<file path="src/rtl/signal_gen_pkg.sv">
// Shared state encoding and constants for the signal generator controller.
package signal_gen_pkg;

    typedef enum logic [2:0] {
        IDLE,
        CALC_P,
        CALC_H,
        RUN,
        DONE
    } state_e;

    localparam int DIV_W_DEF = 34;
    localparam int PCT_MAX   = 100;
    // Two divisions, the RUN entry cycle and the sig_out register.
    localparam int START_LAT = 2 * (DIV_W_DEF + 1) + 2;

endpackage

</file>
<file path="src/rtl/seq_divider.sv">
// Restoring divider, one quotient bit per cycle: load on start_i, done_o pulses W cycles later.
module seq_divider #(
    parameter int W = 34
) (
    input  logic         clk,
    input  logic         rst_n,
    input  logic         start_i,
    input  logic [W-1:0] dividend_i,
    input  logic [W-1:0] divisor_i,
    output logic         done_o,
    output logic [W-1:0] quot_o,
    output logic [W-1:0] rem_o
);

    localparam int CW = $clog2(W);

    logic [W-1:0]  quot_q, rem_q, dvsr_q;
    logic [CW-1:0] cnt_q;
    logic          run_q, done_q;
    logic [W:0]    trial;
    logic [W-1:0]  diff;
    logic          ge;

    // When ge holds the true difference fits in W bits, so modulo-2^W subtraction is exact.
    always_comb begin
        trial = {rem_q, quot_q[W-1]};
        ge    = (trial >= {1'b0, dvsr_q});
        diff  = trial[W-1:0] - dvsr_q;
    end

    // NOTE: non-blocking assignments only in clocked blocks, so every register sees pre-edge values.
    always_ff @(posedge clk or negedge rst_n) begin
        if (!rst_n) begin
            quot_q <= '0;
            rem_q  <= '0;
            dvsr_q <= '0;
            cnt_q  <= '0;
            run_q  <= 1'b0;
            done_q <= 1'b0;
        end else begin
            done_q <= 1'b0;
            if (start_i) begin
                quot_q <= dividend_i;
                rem_q  <= '0;
                dvsr_q <= divisor_i;
                cnt_q  <= '0;
                run_q  <= 1'b1;
            end else if (run_q) begin
                quot_q <= {quot_q[W-2:0], ge};
                rem_q  <= ge ? diff : trial[W-1:0];
                cnt_q  <= cnt_q + CW'(1);
                if (cnt_q == CW'(W - 1)) begin
                    run_q  <= 1'b0;
                    done_q <= 1'b1;
                end
            end
        end
    end

    assign done_o = done_q;
    assign quot_o = quot_q;
    assign rem_o  = rem_q;

endmodule

</file>
<file path="src/rtl/signal_gen_ctrl.sv">
// Burst/continuous square-wave generator with divider-derived period and duty.
// Optional complementary output sig_out_n when SIGNAL_GEN_COMPL_OUT_EN is defined.
module signal_gen_ctrl
    import signal_gen_pkg::*;
#(
    parameter int CLK_FREQ = 50_000_000,
    parameter int DIV_W    = DIV_W_DEF
) (
    input  logic        clk,
    input  logic        rst_n,
    input  logic        start,
    input  logic        stop,
    input  logic [25:0] freq,
    input  logic [7:0]  duty,
    input  logic [15:0] burst,
    output logic        sig_out,
`ifdef SIGNAL_GEN_COMPL_OUT_EN
    output logic        sig_out_n,
`endif
    output logic        busy,
    output logic        finish,
    output logic        cfg_err
);

    localparam logic [DIV_W-1:0] CLK_DIV  = DIV_W'(CLK_FREQ);
    localparam logic [DIV_W-1:0] HALF_CLK = DIV_W'(CLK_FREQ / 2);

    state_e           state_q, state_d;
    logic [7:0]       duty_q;
    logic [15:0]      burst_q, periods_q, periods_d;
    logic [DIV_W-1:0] period_q, high_q, phase_q, phase_d;
    logic             sig_out_q, sig_out_d, busy_q, busy_d, finish_q, cfg_err_q, cfg_err_d;
    logic             div_start, div_done;
    logic [DIV_W-1:0] div_dividend, div_divisor, div_quot, div_rem_unused, prod;
    logic             freq_bad, wrap, high_now;

    assign freq_bad = (freq == '0) || (DIV_W'(freq) > HALF_CLK);
    assign prod     = div_quot * DIV_W'(duty_q);
    assign wrap     = (phase_q == period_q - DIV_W'(1));
    assign high_now = (phase_q < high_q);

    seq_divider #(.W(DIV_W)) u_div (
        .clk        (clk),
        .rst_n      (rst_n),
        .start_i    (div_start),
        .dividend_i (div_dividend),
        .divisor_i  (div_divisor),
        .done_o     (div_done),
        .quot_o     (div_quot),
        .rem_o      (div_rem_unused)
    );

    // NOTE: every combinational output gets a default first, so no path can infer a latch.
    always_comb begin
        state_d      = state_q;
        phase_d      = phase_q;
        periods_d    = periods_q;
        div_start    = 1'b0;
        div_dividend = CLK_DIV;
        div_divisor  = DIV_W'(freq);
        cfg_err_d    = 1'b0;
        case (state_q)
            IDLE: begin
                if (start) begin
                    if (freq_bad) begin
                        cfg_err_d = 1'b1;
                    end else begin
                        state_d   = CALC_P;
                        div_start = 1'b1;
                        phase_d   = '0;
                        periods_d = '0;
                    end
                end
            end
            CALC_P: begin
                div_dividend = prod;
                div_divisor  = DIV_W'(PCT_MAX);
                if (stop) begin
                    state_d = DONE;
                end else if (div_done) begin
                    state_d   = CALC_H;
                    div_start = 1'b1;
                end
            end
            CALC_H: begin
                if (stop)          state_d = DONE;
                else if (div_done) state_d = RUN;
            end
            RUN: begin
                if (stop) begin
                    state_d = DONE;
                end else if (wrap) begin
                    phase_d   = '0;
                    periods_d = periods_q + 16'd1;
                    if (burst_q != '0 && periods_d == burst_q) state_d = DONE;
                end else begin
                    phase_d = phase_q + DIV_W'(1);
                end
            end
            DONE:    state_d = IDLE;
            default: state_d = IDLE;
        endcase
    end

    // A stop seen in RUN drops the wave on the very next edge.
    assign sig_out_d = (state_q == RUN) && !stop && high_now;
    assign busy_d    = (state_d != IDLE);

    always_ff @(posedge clk or negedge rst_n) begin
        if (!rst_n) begin
            state_q   <= IDLE;
            duty_q    <= '0;
            burst_q   <= '0;
            periods_q <= '0;
            period_q  <= '0;
            high_q    <= '0;
            phase_q   <= '0;
            sig_out_q <= 1'b0;
            busy_q    <= 1'b0;
            finish_q  <= 1'b0;
            cfg_err_q <= 1'b0;
        end else begin
            state_q   <= state_d;
            phase_q   <= phase_d;
            periods_q <= periods_d;
            sig_out_q <= sig_out_d;
            busy_q    <= busy_d;
            finish_q  <= (state_q == DONE);
            cfg_err_q <= cfg_err_d;
            if (state_q == IDLE && state_d == CALC_P) begin
                duty_q  <= (duty > 8'(PCT_MAX)) ? 8'(PCT_MAX) : duty;
                burst_q <= burst;
            end
            if (state_q == CALC_P && state_d == CALC_H) period_q <= div_quot;
            if (state_q == CALC_H && state_d == RUN)    high_q   <= div_quot;
        end
    end

`ifdef SIGNAL_GEN_COMPL_OUT_EN
    logic sig_out_n_q;

    always_ff @(posedge clk or negedge rst_n) begin
        if (!rst_n) sig_out_n_q <= 1'b0;
        else        sig_out_n_q <= (state_q == RUN) && !stop && !high_now;
    end

    assign sig_out_n = sig_out_n_q;
`endif

    assign sig_out = sig_out_q;
    assign busy    = busy_q;
    assign finish  = finish_q;
    assign cfg_err = cfg_err_q;

endmodule

</file>
<file path="config.mk">
export PLATFORM = sky130hd
export DESIGN_NAME = signal_gen_ctrl
export DESIGN_NICKNAME = d
export VERILOG_FILES = /design/src/rtl/signal_gen_pkg.sv /design/src/rtl/seq_divider.sv /design/src/rtl/signal_gen_ctrl.sv
export SDC_FILE = /design/constraint.sdc
export NUM_CORES = 1
export LEC_CHECK = 0
export CORE_MARGIN = 2
export CORE_UTILIZATION = 60
export DETAILED_ROUTE_END_ITERATION = 8
export DONT_BUFFER_PORTS = 1
export GPL_TIMING_DRIVEN = 0
export PLACE_DENSITY = 0.79
export SYNTH_ARGS = -nofsm -noshare
export SYNTH_HDL_FRONTEND = slang
export SYNTH_SLANG_ARGS = --single-unit
</file>
<file path="constraint.sdc">
create_clock -name clk -period 5.85 [get_ports clk]
set_input_delay 0.585 -clock clk [delete_from_list [all_inputs] [get_ports clk]]
set_output_delay 0.585 -clock clk [all_outputs]
set_load 0.03 [all_outputs]
</file>
==> metrics.csv <==
metric,value,unit
Top delay family on crit path,adder cells,
r2r startpoint,duty_q[3]$_DFFE_PN0P_,
Levels on crit path,18,
ys async rst share,1.000,
CP max stage cell,fa_1,
area growth from synthesis to layout,7.059,%
clock skew,0.01461,ns
Min-Delay Path Class,input port to async pin,
Placer Congestion,1.021,
total number of vias,18800,
mean post-synth cell area,8.761,um2
first-pass GRT wire length,100200,um
post-synth top area share,0.2821,
via/cell ratio,6.162,
largest net degree at the start of global routing,252,
"Min Clock Period, post-route",5.638,ns
Critical Path Start,duty_q[3]$_DFFE_PN0P_,
Die Ht,196.6,um
Crit. End Element,flop,
xor and xnor area share after synthesis,0.06452,
end of the critical path,u_div.quot_o[26]$_DFFE_PN0P_,
DRT iter0 DRCs,1719,
First-pass DRT Iterations,5,
CTS root buf,clkbuf_16,
mux cell area share after synthesis,0.03501,
f_max,0.1774,GHz
mapped cell area,22260,um2
Fin. Hold Viols,251,
status,"complete, but fails checks",
crit path max fanout,10,
ANT nets after route,0,
synthesis-stage register bit count,251,
"slowest stage delay, CP",0.56,ns
GRT Resource Usage Total,0.3276,
top post-synthesis cells by area,"dfrtp_1, fa_1, ha_1, and2_1, nand2_1",
"EDFF count, synth",0,
Initial Util,0.6081,
r2r setup slk,0.21,ns
vias in the first global route,18710,
Synth warnings,0,
clock buffer count from CTS,27,
Final Net Count,2889,
clock latency on the worst-skew pair,0.56,ns
CP Cell Sequence,clkbuf_1 > and2_1 > fa_1 > fa_1 > fa_1 > inv_1 > fa_1 > inv_1 > ha_1 > nand3_1 > nor4_4 > o21ai_0 > nand3_1 > a21oi_1 > o21ai_0 > a21oi_1 > xor2_1 > o22ai_1,
row count,70,
Worst Tran Pin Value,1.378,ns
sequential area share after synthesis,0.2821,
post-synth top area cell,dfrtp_1,
Crit Path Class,flop to flop,
CTS tree,done,
"CTS clk-pin slew, worst paths",0.07,ns
post-DP HPWL,46680,um
GRT overflow,0,
FF-to-FF path depth,18,
share of cells above drive strength 1,0.05386,
Crit path buffers/inverters,3,
setup_tns,0,ns
fin. max-slew vios,0,
Worst Slack Setup Final,0.2117,ns
most numerous cell in the Yosys netlist,nand2_1,
max cap viols,0,
Final setup viols,0,
Avg WL per Cell,20.24,um
Chip Width,196.6,um
crit path DAT,6.05,ns
Synth Instances,2541,
Mapped Nets,2870,
hold slack final,-0.2674,ns
Netlist cell types,80,
DRC Markers,0,
CP most frequent cell,fa_1,
Util after Layout,0.6510,
Simple-Gate Fraction of Synth Area,0.2146,
Slew headroom,0.07380,
core area,36610,um2
RR Endpoint,u_div.quot_o[26]$_DFFE_PN0P_,
Startpoint Class,flop,
complex-gate fraction of the synthesized area,0.1228,
final period utilization,0.9638,
Sink Count,251,
Synth Flop Type,dfrtp_1,
"top cells by count, synth","nand2_1, inv_1, dfrtp_1, and2_1, fa_1",
clk buf depth,3,
IO Count,58,
initial antenna violation count,1,
WP data required,6.26,ns
largest family of logic cells by synthesized area,simple AND/OR/NAND/NOR gates,
failing checks,negative hold slack,
Synth Area in Adders,0.2115,
number of I/O port buffers,0,
pre-CTS WS,-0.5243,ns
total wire length,61740,um
CTS H-tree lvls,1,
Die ar.,38660,um2
[registers in the layout, summed over array words and instances, names as in the netlist, 3 cells and up]
name and cells:
high_q 34, u_div.rem_o 34, u_div.cnt_q 6, periods_q 16, u_div.dvsr_q 26, u_div.quot_o 34
period_q 34, burst_q 16, duty_q 8, state_q 3, phase_q 34
[layer usage]
layer | vias up | track usage | routed length (um)
met2 | 775 | 0.5184 | 28770
met3 | 135 | 0.04055 | 4571
li1 | 8516 | - | -
met4 | 0 | 0.1209 | 2482
met1 | 9369 | 0.4672 | 25920
met5 | - | 0 | 0
[worst min path at each step]
stage          start                         to  cells past startpoint
2_1_floorplan  rst_n     burst_q[0]$_DFFE_PN0P_                      0
3_3_place_gp   rst_n   periods_q[5]$_DFFE_PN0P_                      0
3_5_place_dp   rst_n   periods_q[7]$_DFFE_PN0P_                      0
4_1_cts        rst_n   periods_q[6]$_DFFE_PN0P_                      0
5_1_grt        rst_n  periods_q[14]$_DFFE_PN0P_                      0
6_report       rst_n   periods_q[5]$_DFFE_PN0P_                      0
[cell families (layout without fill, tap and decap cells)]
| logic type | after synthesis | count (layout) |
|---|---|---|
| AOI/OAI and AO/OA | 435 | 435 |
| xor gates and xnor gates | 164 | 164 |
| adders and majority gates | 275 | 275 |
| buffers and inverters | 403 | 443 |
| DFF | 251 | 251 |
| muxes | 73 | 73 |
| other | 0 | 1 |
| and+or+nand+nor | 940 | 940 |
[cell type report]
class                   count  area, um2
diodes                      1      2.502
well taps                 468      585.6
clock buffers              31      700.7
plain buffers             122      510.5
fillers                  2949      12780
repair buffers              2      15.01
clock inverters            19      244.0
flip-flops and latches    251       6284
multi-input cells        1887      14480
inverters                 269       1010
[layout by cell type, fill, tap and decap left out, types with 11 or more instances in the layout]
cell / count
dfrtp_1: 249
a21oi_1: 134
nand2_1: 310
fa_1: 169
nor4_1: 26
xnor2_1: 102
a211oi_1: 18
ha_1: 106
o31ai_1: 35
clkbuf_16: 27
a31oi_1: 22
o22ai_1: 14
o211ai_1: 15
and3_1: 20
a21o_1: 37
xor2_1: 62
o21bai_1: 11
and2_1: 201
buf_1: 11
nand3_1: 59
nor3_1: 51
o21ai_0: 84
nor2b_1: 14
nor2_1: 139
or3_1: 19
nand4_1: 28
mux2i_1: 34
nand2b_1: 16
mux2_2: 39
o21a_1: 12
clkbuf_1: 92
inv_1: 269
[worst reg2reg max path, stage by stage, from the launching register on]
cell      delay, ns
dfrtp_1        0.44
clkbuf_1       0.42
and2_1         0.24
fa_1           0.44
fa_1           0.47
fa_1           0.56
inv_1          0.06
fa_1           0.55
inv_1          0.05
ha_1           0.36
nand3_1        0.21
nor4_4         0.38
o21ai_0        0.21
nand3_1        0.22
a21oi_1        0.10
o21ai_0        0.28
a21oi_1        0.14
xor2_1         0.25
o22ai_1        0.13
[per-stage QoR]
| step | std cells | hold slack (ns) | area (um2) |
|---|---|---|---|
| final | 3050 | -0.2674 | 23830 |
| after global placement | 3009 | 0.2995 | 22850 |
| after detailed placement | 3009 | 0.3007 | 22850 |
| after global routing | 3049 | -0.2806 | 23830 |
| after CTS | 3057 | -0.2814 | 23800 |
| after floorplan | 2541 | 0.2894 | 22260 |
[what timing repair did]
item | CTS | global route
gates resized for setup | 7 | 33
endpoints found under the setup margin | 16 | 12
buffers inserted | 0 | 2
endpoints found under the hold margin | 251 | 251
Power is not shown: default switching activity piles up to over one toggle a cycle in this logic, so the estimate is an artifact.
